--- src/rtl/ps2_host_tx.sv ---
// ps2_host_tx -- host-to-device PS/2 transmitter.
//
// Sends one command byte to a PS/2 device over the shared open-drain
// PS2_CLK / PS2_DAT lines. The top level pulls a pin low while its *_oe
// output is 1 and releases it (high-Z) otherwise.
//
// Sequence: hold CLK low (inhibit), assert the start bit, release CLK,
// then present data bits LSB first, odd parity and the stop bit on each
// device clock falling edge. The device's ACK is sampled on the next
// falling edge, and the block then waits for the bus to go idle.
//
// Optional build macro: PS2_TX_RETRY_EN -- on the first NACK or timeout
// the same byte is retried once (no error pulse, cmd_busy stays high);
// a second failure pulses cmd_error.
//
// Handshake: cmd_send is a single-cycle request that is accepted only
// while cmd_busy is low (IDLE); cmd_data is sampled in that same cycle.
// cmd_busy rises on the next cycle and falls in the cycle where
// cmd_done or cmd_error pulses (exactly one of them per accepted request).
//
// Ports:
//   clock_50    in   system clock
//   resetn      in   synchronous active-low reset
//   cmd_data    in   [7:0] byte to send
//   cmd_send    in   request strobe
//   ps2_clk_in  in   raw PS2_CLK pin level (asynchronous)
//   ps2_dat_in  in   raw PS2_DAT pin level (asynchronous)
//   ps2_clk_oe  out  1 = pull PS2_CLK low
//   ps2_dat_oe  out  1 = pull PS2_DAT low
//   cmd_busy    out  transfer in progress
//   cmd_done    out  1-cycle pulse: byte sent and acknowledged
//   cmd_error   out  1-cycle pulse: timeout or NACK
module ps2_host_tx #(
    parameter int INHIBIT_CYCLES = 6000,
    parameter int TIMEOUT_CYCLES = 750000,
    parameter int CNT_W          = 20
) (
    input  logic       clock_50,
    input  logic       resetn,
    input  logic [7:0] cmd_data,
    input  logic       cmd_send,
    input  logic       ps2_clk_in,
    input  logic       ps2_dat_in,
    output logic       ps2_clk_oe,
    output logic       ps2_dat_oe,
    output logic       cmd_busy,
    output logic       cmd_done,
    output logic       cmd_error
);

    localparam logic [2:0] S_IDLE      = 3'd0;
    localparam logic [2:0] S_INHIBIT   = 3'd1;
    localparam logic [2:0] S_START     = 3'd2;
    localparam logic [2:0] S_SEND      = 3'd3;
    localparam logic [2:0] S_WAIT_ACK  = 3'd4;
    localparam logic [2:0] S_WAIT_IDLE = 3'd5;
    localparam logic [2:0] S_DONE      = 3'd6;
    localparam logic [2:0] S_FAIL      = 3'd7;

    localparam logic [CNT_W-1:0] INH_LAST = CNT_W'(INHIBIT_CYCLES - 1);
    localparam logic [CNT_W-1:0] TO_LAST  = CNT_W'(TIMEOUT_CYCLES - 1);
    localparam logic [CNT_W-1:0] CNT_MAX  = {CNT_W{1'b1}};

    logic [2:0]       state;
    logic [CNT_W-1:0] cnt;
    logic [3:0]       bitcnt;
    logic [8:0]       shreg;

    // Two-flop synchronizers; clk_q holds the previous synced clock level.
    // They reset to 1 (idle bus) so reset release cannot fake an edge.
    logic clk_s1, clk_s2, clk_q;
    logic dat_s1, dat_s2;
    logic fe;

`ifdef PS2_TX_RETRY_EN
    logic retry;
`endif

    assign fe = clk_q & ~clk_s2;

    always_ff @(posedge clock_50) begin
        if (!resetn) begin
            clk_s1 <= 1'b1;
            clk_s2 <= 1'b1;
            clk_q  <= 1'b1;
            dat_s1 <= 1'b1;
            dat_s2 <= 1'b1;
        end else begin
            clk_s1 <= ps2_clk_in;
            clk_s2 <= clk_s1;
            clk_q  <= clk_s2;
            dat_s1 <= ps2_dat_in;
            dat_s2 <= dat_s1;
        end
    end

    always_ff @(posedge clock_50) begin
        if (!resetn) begin
            state      <= S_IDLE;
            cnt        <= '0;
            bitcnt     <= '0;
            shreg      <= '0;
            ps2_clk_oe <= 1'b0;
            ps2_dat_oe <= 1'b0;
            cmd_busy   <= 1'b0;
            cmd_done   <= 1'b0;
            cmd_error  <= 1'b0;
`ifdef PS2_TX_RETRY_EN
            retry      <= 1'b0;
`endif
        end else begin
            cmd_done  <= 1'b0;
            cmd_error <= 1'b0;
            case (state)
                S_IDLE: begin
                    ps2_clk_oe <= 1'b0;
                    ps2_dat_oe <= 1'b0;
                    cnt        <= '0;
`ifdef PS2_TX_RETRY_EN
                    retry      <= 1'b0;
`endif
                    if (cmd_send) begin
                        shreg      <= {~^cmd_data, cmd_data};
                        ps2_clk_oe <= 1'b1;
                        cmd_busy   <= 1'b1;
                        state      <= S_INHIBIT;
                    end
                end
                S_INHIBIT: begin
                    if (cnt == INH_LAST) begin
                        ps2_dat_oe <= 1'b1;
                        cnt        <= '0;
                        state      <= S_START;
                    end else begin
                        cnt <= cnt + 1'b1;
                    end
                end
                S_START: begin
                    ps2_clk_oe <= 1'b0;
                    bitcnt     <= '0;
                    cnt        <= '0;
                    state      <= S_SEND;
                end
                S_SEND: begin
                    // A falling edge takes priority over an expiring timeout.
                    if (fe) begin
                        cnt    <= '0;
                        bitcnt <= bitcnt + 1'b1;
                        if (bitcnt == 4'd9) begin
                            ps2_dat_oe <= 1'b0;
                            state      <= S_WAIT_ACK;
                        end else begin
                            ps2_dat_oe <= ~shreg[bitcnt];
                        end
                    end else if (cnt == TO_LAST) begin
                        ps2_clk_oe <= 1'b0;
                        ps2_dat_oe <= 1'b0;
                        state      <= S_FAIL;
                    end else if (cnt != CNT_MAX) begin
                        cnt <= cnt + 1'b1;
                    end
                end
                S_WAIT_ACK: begin
                    if (fe) begin
                        cnt <= '0;
                        if (!dat_s2) begin
                            state <= S_WAIT_IDLE;
                        end else begin
                            ps2_clk_oe <= 1'b0;
                            ps2_dat_oe <= 1'b0;
                            state      <= S_FAIL;
                        end
                    end else if (cnt == TO_LAST) begin
                        ps2_clk_oe <= 1'b0;
                        ps2_dat_oe <= 1'b0;
                        state      <= S_FAIL;
                    end else if (cnt != CNT_MAX) begin
                        cnt <= cnt + 1'b1;
                    end
                end
                S_WAIT_IDLE: begin
                    if (clk_s2 && dat_s2) begin
                        state <= S_DONE;
                    end else if (fe) begin
                        cnt <= '0;
                    end else if (cnt == TO_LAST) begin
                        ps2_clk_oe <= 1'b0;
                        ps2_dat_oe <= 1'b0;
                        state      <= S_FAIL;
                    end else if (cnt != CNT_MAX) begin
                        cnt <= cnt + 1'b1;
                    end
                end
                S_DONE: begin
                    cmd_done <= 1'b1;
                    cmd_busy <= 1'b0;
                    state    <= S_IDLE;
                end
                S_FAIL: begin
                    ps2_clk_oe <= 1'b0;
                    ps2_dat_oe <= 1'b0;
                    cnt        <= '0;
`ifdef PS2_TX_RETRY_EN
                    if (!retry) begin
                        // First failure: silently restart the same byte.
                        retry      <= 1'b1;
                        ps2_clk_oe <= 1'b1;
                        state      <= S_INHIBIT;
                    end else begin
                        cmd_error <= 1'b1;
                        cmd_busy  <= 1'b0;
                        state     <= S_IDLE;
                    end
`else
                    cmd_error <= 1'b1;
                    cmd_busy  <= 1'b0;
                    state     <= S_IDLE;
`endif
                end
                default: begin
                    state <= S_IDLE;
                end
            endcase
        end
    end

endmodule
--- config.mk ---
export PLATFORM = sky130hd
export DESIGN_NAME = ps2_host_tx
export DESIGN_NICKNAME = d
export VERILOG_FILES = /design/src/rtl/ps2_host_tx.sv
export SDC_FILE = /design/constraint.sdc
export NUM_CORES = 1
export LEC_CHECK = 0
export ABC_AREA = 1
export CORE_MARGIN = 2
export CORE_UTILIZATION = 35
export CTS_CLUSTER_DIAMETER = 150
export CTS_CLUSTER_SIZE = 12
export DETAILED_ROUTE_END_ITERATION = 16
export PLACE_DENSITY_LB_ADDON = 0.08
export REMOVE_ABC_BUFFERS = 1
export SYNTH_ARGS = -nofsm -noshare
export SYNTH_HDL_FRONTEND = slang
export SYNTH_SLANG_ARGS = --single-unit
export TNS_END_PERCENT = 30
--- constraint.sdc ---
create_clock -name clock_50 -period 1.6 [get_ports clock_50]
set_input_delay 0.16 -clock clock_50 [delete_from_list [all_inputs] [get_ports clock_50]]
set_output_delay 0.16 -clock clock_50 [all_outputs]
set_load 0.005 [all_outputs]
* Word-level counts from Yosys, hierarchy flattened
Cells that the tools add are included.
** Storage, ports and cells
- Register bits after elaboration :: 46
- Latch bits :: 0
- Bits in writable memories :: 0
- Bits in read-only memories :: 0
- Bits of input ports :: 13
- Output and inout port bits :: 5
- Word-level logic and storage cells :: 98
- Memories :: 0
** Cells by class
- Add/subtract/negate cells :: 2
- $mul :: 0
- Div/mod/pow operators :: 0
- Magnitude comparators :: 1
- Equal/unequal tests :: 19
- Shift operators :: 0
- Mux-type cells :: 39
- Bitwise gates (word level) :: 3
- Reduce and logical (&&, ||, !) cells :: 20
** Operator list (count)
- two-way mux 20 bit :: 5
- one-hot mux 20 bit (4 select lines) :: 1
- two-way mux 3 bit :: 8
- one-hot mux 3 bit (7 select lines) :: 1
- adder 20 x 1 -> 20 bit, second input constant :: 1
- == test 20 x 13 -> 1 bit, second input constant :: 1
- == test 20 bit, second input constant :: 1
- inequality test 20 bit, second input constant :: 1
- two-way mux 1 bit :: 17
- == test 3 bit, second input constant :: 4
- inequality test 2 bit, second input constant :: 5
- one-hot mux 1 bit (5 select lines) :: 2
- nonzero test 5 bit :: 2
- inequality test 3 bit, second input constant :: 3
- one-hot mux 4 bit (2 select lines) :: 1
- AND reduction 2 bit :: 4
- OR reduction 2 bit :: 4
- XNOR reduction 8 bit :: 1
- == test 3 x 2 -> 1 bit, second input constant :: 2
- less-than comparator 4 x 5 -> 1 bit, second input constant :: 1
- AND reduction 5 bit :: 1
- adder 4 x 1 -> 4 bit, second input constant :: 1
- binary-select mux 1 bit (select 4 bit) :: 1
- == test 4 bit, second input constant :: 1
- 13 further kinds :: 15

* Logic depth before layout (Yosys ltp)
- Depth in word-level cells :: 6
- Mapped depth :: 12
- Mapped depth without buffers :: 12

* Worst setup path after synthesis
OpenSTA, ideal clock, no wires.
- Path kind :: reg-to-reg
- From :: reg cnt[0]
- To :: reg cnt[1]
- Setup time :: 0.116 ns
- Arrival time :: 1.592 ns
- Required time :: 1.484 ns
- Path slack :: -0.109 ns
- Stages on the path, launching flop included :: 11
- Path buffers :: 1
- Cell sequence :: dfxtp_1 ha_1 inv_1 nor2_4 nand2_1 nor2_2 nand3_4 nand3_4 buf_8 nand2_1 nor3b_2
** On the way
- Longest elaborated chain between the ends :: 6
- Elaborated cells on any way between the ends :: 10
- Those cells by class :: 1 x add/sub; 3 x eq/ne; 6 x mux
** RTL lines
- start: declaration :: line 65 : logic [CNT_W-1:0] cnt;
- start signal: assignment :: line 135 : cnt <= cnt + 1'b1;
- start signal: assignment :: line 160 : cnt <= cnt + 1'b1;
- start signal: assignment :: line 178 : cnt <= cnt + 1'b1;
- adder 20 x 1 -> 20 bit or inequality test 20 bit (tied branches)
- two-way mux 20 bit :: line 159, 177, 190
- two-way mux 20 bit :: line 155 : end else if (cnt == TO_LAST) begin
- two-way mux 20 bit :: line 164 : if (fe) begin
- two-way mux 20 bit :: line 182 : if (clk_s2 && dat_s2) begin
- one-hot mux 20 bit (4 select lines) * :: line 114 : case (state)
Every way passes the cells marked *; elsewhere a longest branch is shown, timed or not. The select of a mux whose other input is x is not followed.
A chain may end at the register's enable or synchronous reset.

* Worst setup path after layout
- From :: reg cnt[0]
- To :: reg cnt[10]
Same word-level chain as after synthesis.

==> metrics.cfg <==
[sta]
tightest_slew_ps=483.7
hold-worst-slack_ps=412.9
timing_max_transition_violations_final=0
report.final.setup_viol=23
report.final.hold_viol_count=0
timing.fmax_mhz=599.6
final.min_clock_period_ps=1668
fin_clk_skew_ps=7.698
grt_setup_unrepaired=yes
post-route-period-util=1.042
final_layout_setup_total_negative_slack_ps=-1050
max_slew_margin=0.6772
final_critical_path_setup_slack_ps=-67.84

[clock_network]
cts-root-to-sink-buffers=2
cts_stage_hold_buffer_count=0
tritoncts_num_sinks=46
clk_pin_slew_ps=100
cts_root_buffer=sky130_fd_sc_hd__clkbuf_8
htree_num_levels=2
cts_tree=done
clkLatencyLatePin_ps=300
cts_inserted_buffers=5

[synthesis]
number_of_flops_mapped_to_enable_cells_by_yosys=0
synthesis.instances=470
postSynth.asyncResetShare=0
syn_area_um2=3000
synth_area_per_inst_um2=6.384
postSynthRegisterBits=46
synth.distinct_cells=35
synth.yosys.warnings=0
seq_area_frac_synth=0.3069
postSynth.topFlopCell=sky130_fd_sc_hd__dfxtp_1

[setup_path]
cp.required_ps=1800
regToRegEndpoint=cnt[10]
path_cells=ha_4, inv_4, nor2_4, nand2_2, nor2_4, nand3_4, nand3_4, inv_6, buf_12, nand2_1, a21oi_1
timing.reg2reg.worst_path_depth=11
critical_path.top_delay_family=simple AND/OR/NAND/NOR gates
cpPeakStageDelay_ps=370
reg2reg_from=cnt[0]
worstSetupStartpointType=register
crit_cells=11
path_buf_inv=3
path_class=register to register
critPathCaptureType=register
critical_path_slowest_stage_cell=sky130_fd_sc_hd__dfxtp_2
critical_path_arrival_ps=1870
timing.critical_path.fanout_max=8
ff2ff_setup_slack_ps=-70

[floorplanning]
pin_count=18
chipWidth_um=96.59
chipHeight_um=96.59
fp.dieArea_um2=9329
placementRows=33
floorplan.initialDensity=0.3633
core_um2=8258

[pwr]
power.switching_mw=0.9801
leakagePower_nw=1.860
power.share.combinational=0.279
power_frac_clock=0.295
p_total_mw=3.061
irDropWorstVdd_mv=0.5100
power_switching_share=0.3202
power-per-cell-area_nw_per_um2=726.7
cellInternalPower_mw=2.081
share_seq_of_total_power=0.426

[layout]
area_delta_synth_final_pct=40.41
final_net_count=579
core_occupancy_in_the_finished_layout=0.5102
num_antenna_cells=0
drive_gt1_frac=0.3103

[drt]
detail_route.wl_per_cell_um=13.44
drt_drc_violations_left=0
detail-route-antenna-nets=0
detail_route.wirelength_um=8993
vias=3348
vias_per_cell=5.004
drt_first_iter_violations=110
first_pass_iters=5

[worst_hold_path]
hold_crit_depth=2
min_path_type=input pin to register
holdCritStartpoint=ps2_dat_in
min_to=dat_s1

[run_status]
run_status=finished with violations
violated_checks=setup timing

[place]
place.gp.congestion=0.9249
detailedPlacementHpwl_um=6728
portBuffers=17

[run]
count_of_maximum_capacitance_violations=0

[grt]
grt_antenna_before_repair=0
first_global_vias=3067
total_congestion_overflow=0
pin_count_of_the_biggest_net_entering_global_routing=16
tot_gr_track_use=0.1987
global_route_wire_length_before_repair_um=14330

## routing by layer
| layer | part of all wire | vias up | routed length [um] | global-route usage |
|---|---|---|---|---|
| met4 | 0.010 | 0 | 91 | 0.05986 |
| met3 | 0.034 | 10 | 305 | 0.03026 |
| met2 | 0.50 | 64 | 4521 | 0.3553 |
| met5 | 0 | - | 0 | 0 |
| li1 | - | 1718 | - | - |
| met1 | 0.45 | 1556 | 4074 | 0.2453 |
## power groups by stage
stage	clock, mW	sequential, mW	combinational (mW)
4_1_cts	0.943	1.30	0.771
5_1_grt	0.974	1.32	0.943
6_report	0.903	1.30	0.853
3_3_place_gp	0	1.32	0.763
3_5_place_dp	0	1.32	0.762
2_1_floorplan	0	1.33	0.411
## timing repair
item	in CTS	in global routing
gates resized for setup	26	53
pin swaps	6	21
buffers inserted	5	6
cloned	2	0
setup endpoints to repair	20	27
## worst max path at each step
stage | start | end | slack (ps)
after detailed placement | cnt[0] | cnt[1] | -80
after floorplan | cnt[0] | cnt[10] | -160
final | cnt[0] | cnt[10] | -70
after global placement | cnt[5] | cnt[19] | -60
after global routing | cnt[0] | state[2] | -180
after CTS | cnt[7] | cnt[5] | 1
## layout by cell type (no fill, tap or decap), types with 2 or more instances in the layout
cell / n
sky130_fd_sc_hd__a21oi_1: 26
sky130_fd_sc_hd__a21oi_2: 7
sky130_fd_sc_hd__buf_12: 2
sky130_fd_sc_hd__buf_4: 77
sky130_fd_sc_hd__buf_6: 4
sky130_fd_sc_hd__clkbuf_8: 5
sky130_fd_sc_hd__clkdlybuf4s50_1: 17
sky130_fd_sc_hd__dfxtp_1: 33
sky130_fd_sc_hd__dfxtp_2: 13
sky130_fd_sc_hd__ha_1: 2
sky130_fd_sc_hd__inv_1: 54
sky130_fd_sc_hd__inv_2: 4
sky130_fd_sc_hd__inv_4: 3
sky130_fd_sc_hd__inv_6: 2
sky130_fd_sc_hd__nand2_1: 110
sky130_fd_sc_hd__nand2_2: 10
sky130_fd_sc_hd__nand2_4: 3
sky130_fd_sc_hd__nand3_1: 40
sky130_fd_sc_hd__nand3_2: 5
sky130_fd_sc_hd__nand3_4: 6
sky130_fd_sc_hd__nand4_1: 19
sky130_fd_sc_hd__nor2_1: 38
sky130_fd_sc_hd__nor2_2: 10
sky130_fd_sc_hd__nor2_4: 7
sky130_fd_sc_hd__nor3_1: 13
sky130_fd_sc_hd__o211ai_1: 4
sky130_fd_sc_hd__o21ai_0: 16
sky130_fd_sc_hd__o21ai_1: 2
sky130_fd_sc_hd__o21ai_2: 3
sky130_fd_sc_hd__or2_2: 5
sky130_fd_sc_hd__xnor2_1: 5
sky130_fd_sc_hd__xor2_1: 5
## through the flow
step                instance area [um2]  cells  worst slack, ps
floorplan                          2898    455           -159.5
global placement                   3752    649           -55.36
detailed placement                 3752    649           -84.28
CTS                                3996    664            1.309
global route                       4213    669           -182.2
finish                             4213    669           -67.84
## cells in the mapped netlist (2+ instances only)
cell type / count / area [um2]
sky130_fd_sc_hd__nand2_1: 118 / 442.9
sky130_fd_sc_hd__inv_1: 56 / 210.2
sky130_fd_sc_hd__nor2_1: 48 / 180.2
sky130_fd_sc_hd__dfxtp_1: 46 / 920.9
sky130_fd_sc_hd__nand3_1: 46 / 230.2
sky130_fd_sc_hd__a21oi_1: 32 / 160.2
sky130_fd_sc_hd__o21ai_0: 20 / 100.1
sky130_fd_sc_hd__nand4_1: 19 / 118.9
sky130_fd_sc_hd__nor3_1: 14 / 70.07
sky130_fd_sc_hd__inv_2: 6 / 22.52
sky130_fd_sc_hd__xor2_1: 6 / 52.55
sky130_fd_sc_hd__clkbuf_1: 5 / 18.77
sky130_fd_sc_hd__nand2_2: 5 / 31.28
sky130_fd_sc_hd__or2_2: 5 / 31.28
sky130_fd_sc_hd__xnor2_1: 5 / 43.79
sky130_fd_sc_hd__buf_2: 4 / 20.02
sky130_fd_sc_hd__nor2_2: 4 / 25.02
sky130_fd_sc_hd__o211ai_1: 4 / 30.03
sky130_fd_sc_hd__ha_1: 3 / 37.54
sky130_fd_sc_hd__nand3_4: 3 / 52.55
sky130_fd_sc_hd__nor2_4: 3 / 33.78
sky130_fd_sc_hd__buf_6: 2 / 22.52
sky130_fd_sc_hd__buf_8: 2 / 30.03
sky130_fd_sc_hd__nand3_2: 2 / 20.02
sky130_fd_sc_hd__nor4_1: 2 / 12.51
## cells by family after synthesis
logic type / Yosys count / share of synthesized area
AND/OR/NAND/NOR: 272 / 0.4245
XOR/XNOR: 11 / 0.03211
adder cells (fa/ha/maj): 3 / 0.01251
AO/OA/AOI/OAI: 61 / 0.1122
flip-flops: 46 / 0.3069
buffers and inverters: 77 / 0.1118
## area by class of cell
class | count | area (um2)
clock buffer | 5 | 68.82
clock inverter | 3 | 43.79
fill | 846 | 4045
inverter | 62 | 245.2
multi-input combinational | 347 | 1938
sequential | 46 | 937.1
tap | 105 | 131.4
timing repair buffer | 101 | 848.3
## registers in the layout, summed over array words and instances, names as in the netlist
signal      count
state           3
ps2_dat_oe      1
clk_s1          1
shreg           9
dat_s1          1
bitcnt          4
cmd_busy        1
cnt            20
clk_s2          1
cmd_done        1
cmd_error       1
ps2_clk_oe      1
clk_q           1
dat_s2          1
Note: power is estimated with default switching activity, not from simulation.
==> edit 1, RTL diff (same flow settings) <==
Reset style: asynchronous (`resetn`), changed in 2 clocked blocks. Comments in the files are not updated.
--- a/src/rtl/ps2_host_tx.sv
+++ b/src/rtl/ps2_host_tx.sv
@@ -80,3 +80,3 @@
 
-    always_ff @(posedge clock_50) begin
+    always_ff @(posedge clock_50 or negedge resetn) begin
         if (!resetn) begin
@@ -96,3 +96,3 @@
 
-    always_ff @(posedge clock_50) begin
+    always_ff @(posedge clock_50 or negedge resetn) begin
         if (!resetn) begin
Check against the original RTL: differs if resetn is asserted again (counterexample within 4 cycles, from zero or initial values and one cycle with resetn low); with resetn held inactive, the same outputs for 10 cycles.
==> edit 1 against the unedited design <==
- the run still ends with setup timing left
- total power rose by 33%
- area after synthesis grew 7.8%
- routed wire length barely moved
- sequential cell count stayed put
- final area down 1.0%
- setup slack worse by 0.0033 ns
- combinational power up 90%
- via count decreased by 1.9%
- critical endpoint is now cnt[1]
- largest cell class unchanged
==> edit 1: results (changes against the unedited design) <==
Worst path slowest cell=dfrtp_1; sequential area share after synthesis=35.8% (+5.1 points); worst path arrival time=1.90 ns (+0.03 ns); Hold Crit Class=input pin to flop; gr usage total=19.4% (-0.48 points); Ys Warns=0 (unchanged); worst-case clock buffer depth=2 (unchanged); sw frac=37.2% (+5.1 points); peak supply drop=0.000707 V (+39%); setup TNS=-0.990 ns (+0.0598 ns); H-tree levels=2 (unchanged); clock slew at reported path FFs=about 0.090 ns; CTS root buffer=clkbuf_8; Commonest cells post-synth=159 x nand2_1, 51 x nor2_1, 48 x inv_1; Setup Viol. Count Final=21 (-8.7%); max reg flops=20 (unchanged); area of placed instances=0.00395 mm² (+5.2%); vias in the first global route=3389 (+10%); largest driver fanout on the critical path=14 (+6); Final Util=45.8% (-5.2 points); CTS Buf Count=5 (unchanged); initial antenna violation count=0 (unchanged); vias per cell=4.95 (-1.1%); number of diodes=0 (unchanged); 1st-iter DRT viols=116 (+5.5%); Async SR Flop Fraction=100% (+100 points); share of post-route cells with drive strength above 1=22.6% (-8.4 points); nets=568 (-1.9%); Regs by FF count=cnt (20), shreg (9), bitcnt (4); latest clock arrival within the worst-skew pair=0.30 ns (about the same); largest net degree at the start of global routing=23 (+7); slew margin rel.=61.6% (-6.2 points); failing checks=setup timing; CP delay by family, top=simple AND/OR/NAND/NOR gates; final worst slack=-0.0712 ns (-0.00334 ns); number of port buffers=17 (unchanged); DP HPWL=6960 µm (+3.5%); Detailed Routing Iterations Pass 1=4 (-1); Synth area leaders=dfrtp_1 32%, nand2_1 18%, nand3_1 7.1%; Worst Skew=0.00782 ns (+0.000125 ns); Layout fillers=968 (+14%); Setup WS pre-CTS=-0.156 ns (-0.0719 ns); P_leak=2.07 nW (+11%); slowest stage delay, CP=0.40 ns (+0.03 ns); Wirelength per Cell=13.5 µm (+0.80%); global placement routability congestion=0.923 (-0.17%); status=complete, but fails checks; Synth cell types=37 (+5.7%); first-pass GRT wire length=15600 µm (+8.8%)
edit 1: cell types whose count changed after synthesis, sizes merged, moves of 5 or more:
| cell | before | now |
|---|---|---|
| nand2 | 123 | 168 |
| nor3 | 14 | 6 |
| a21oi | 33 | 10 |
| nand4 | 19 | 29 |
| inv | 62 | 52 |
| o21ai | 21 | 14 |
| dfxtp | 46 | 0 |
| dfstp | 0 | 5 |
| dfrtp | 0 | 41 |
edit 1: final timing paths:
check	slack, ns	cells past startpoint	to	startpoint
max in group asynchronous	0.67	3	shreg[1]	resetn
setup reg to reg	-0.07	11	cnt[1]	cnt[0]
setup / recovery	-0.07	11	cnt[1]	cnt[0]
hold reg to reg	0.36	0	dat_s2	dat_s1
min in group asynchronous	0.39	2	cnt[5]	resetn
hold / removal	0.27	1	dat_s1	ps2_dat_in
edit 1: power groups by stage:
stage / combinational [mW] / sequential, mW / clock [mW]
5_1_grt: 1.84 / 1.61 / 0.961
6_report: 1.62 / 1.57 / 0.883
4_1_cts: 1.62 / 1.57 / 0.934
2_1_floorplan: 0.932 / 1.57 / 0
3_5_place_dp: 1.60 / 1.59 / 0
3_3_place_gp: 1.59 / 1.58 / 0
edit 1: final cells by class:
class	instances	area share (%)
Sequential cell	46	27.8
Tap cell	111	3.33
Multi-Input combinational cell	366	44.5
Inverter	52	4.92
Clock inverter	2	0.900
Timing Repair Buffer	81	16.8
Clock buffer	6	1.74
edit 1: cell families after synthesis:
group	after synthesis	synth area share, %
simple gates	315	44.0
flops	46	35.8
xor+xnor	12	3.25
buf+inv	65	8.82
fa+ha+maj	3	1.16
mux	4	1.39
compound gates	32	5.57
edit 1: layer usage:
metal | up-vias | routed length [µm] | track usage, %
met1 | 1514 | 4130 | 24.3
met3 | 12 | 277 | 2.58
met2 | 69 | 4390 | 34.4
met5 | - | 0 | 0
li1 | 1691 | - | -
met4 | 0 | 197 | 6.64
edit 1: what timing repair did:
| item | CTS | global route |
|---|---|---|
| setup buffers | 1 | 1 |
| gates resized for setup | 19 | 8 |
| pin swaps | 11 | 2 |
| hold buffers | 1 | 0 |
| hold endpoints to repair | 15 | 0 |
| endpoints found under the setup margin | 25 | 25 |
edit 1: per-stage QoR:
step	total power, mW	cells
3_5_place_dp	3.19	653
4_1_cts	4.13	663
6_report	4.07	664
2_1_floorplan	2.50	464
3_3_place_gp	3.17	653
5_1_grt	4.41	664
==> edit 2, RTL diff (same settings) <==
Without the edit above. Build with the macro `PS2_TX_RETRY_EN` defined.
--- a/src/rtl/ps2_host_tx.sv
+++ b/src/rtl/ps2_host_tx.sv
@@ -32,2 +32,4 @@
 //   cmd_error   out  1-cycle pulse: timeout or NACK
+`define PS2_TX_RETRY_EN
+
 module ps2_host_tx #(
Formal check against the unedited RTL: same outputs for any inputs over 10 cycles, from zero or initial values and one cycle with resetn low; that may be too few to reach the edited logic, so the function may still have changed.
==> edit 2 against the unedited design <==
- the run still ends with setup timing left
- sequential cell count is 1 higher
- core utilization is 1.2 points higher
- area after synthesis is 1.9% lower
- setup slack worse by 0.081 ns
- routed wire length is 6.2% higher
- critical path type unchanged
- total power is 9.2% lower
- final area is 1.3% higher
- clock power is 6.6% higher
- largest power group unchanged
==> edit 2: results (changes against the unedited design) <==
largest net degree at the start of global routing=28 (+12); DP HPWL=6890 µm (+2.4%); first-pass GRT wire length=15200 µm (+6.4%); vias in the first global route=3104 (+1.2%); area of placed instances=0.00381 mm² (+1.6%); peak supply drop=0.000376 V (-26%); share of post-route cells with drive strength above 1=30.2% (-0.80 points); failing checks=setup timing; Detailed Routing Iterations Pass 1=4 (-1); global placement routability congestion=0.954 (+3.1%); Setup WS pre-CTS=-0.292 ns (-0.207 ns); 1st-iter DRT viols=244 (+120%); Worst path slowest cell=dfxtp_4; Vias=3333 (-0.45%); P_leak=1.87 nW (+0.52%); Logic power comb=0.552 mW (-35%); Synth cell types=33 (-5.7%); non-clk buf share=22.0% (+1.9 points); Clock Network Area Fraction=2.73% (+0.053 points); final worst slack=-0.149 ns (-0.0807 ns); CORE AREA=0.00818 mm² (-1.0%); Synth area leaders=dfxtp_1 32%, nand2_1 15%, nor2_1 8.9%; Commonest cells post-synth=118 x nand2_1, 70 x nor2_1, 61 x inv_1; Wirelength per Cell=14.0 µm (+3.9%); Worst Skew=0.00762 ns (-0.0000755 ns); multi-input gates=352 (+1.4%); gr usage total=21.5% (+1.7 points); Non-CTS buffers=107 (+5.9%); Comb power frac=19.9% (-8.0 points); Seq area share=22.7% (+0.45 points); sequential area share after synthesis=32.0% (+1.3 points); Layout fillers=839 (-0.83%); status=complete, but fails checks; worst path arrival time=2.01 ns (+0.14 ns); Multi-input gate area=0.00186 mm² (-4.0%); clk pwr=0.963 mW (+6.6%); Setup Viol. Count Final=20 (-13%)
-- edit 2: cell count changes in the layout (fill, tap and decap cells not counted), sizes merged, moves of 4 or more --
cell   before  now
nor2       55   77
nor3       14   19
o21ai      21   25
nand4      19   13
nand3      51   36
buf        84   88
-- edit 2: cells by family after synthesis --
kind of cell / count (synthesis) / synth area share [%]
buf+inv: 76 / 10.8
xor+xnor: 11 / 3.27
simple gates: 273 / 41.4
compound gates: 63 / 11.4
fa+ha+maj: 3 / 1.28
flops: 47 / 32.0
-- edit 2: what timing repair did --
action,CTS,global route
hold buffers,0,0
gates resized for setup,25,56
buffers inserted,2,3
gates cloned,0,5
endpoints found under the setup margin,24,39
pin swaps,13,12
-- edit 2: metrics by stage --
step / setup TNS [ns] / hold slack [ns] / instances
6_report: -2.45 / 0.402 / 684
5_1_grt: -4.72 / 0.399 / 684
4_1_cts: -1.29 / 0.387 / 676
3_5_place_dp: -4.65 / 0.403 / 666
3_3_place_gp: -2.62 / 0.401 / 666
2_1_floorplan: -1.94 / 0.229 / 462
-- edit 2: worst paths after layout --
path                            slack [ns]      to  cells past startpoint       start
worst max-delay path                 -0.15  cnt[2]                     11      cnt[1]
worst min-delay path                  0.40  dat_s1                      2  ps2_dat_in
worst max register to register       -0.15  cnt[2]                     11      cnt[1]
worst min register to register        0.43  dat_s2                      1      dat_s1
-- edit 2: metal layers --
metal | wire [µm] | up-vias | track usage, %
li1 | - | 1729 | -
met1 | 4960 | 1544 | 31.5
met2 | 4160 | 54 | 33.9
met3 | 365 | 6 | 2.58
met4 | 63 | 0 | 5.00
met5 | 0 | - | 0
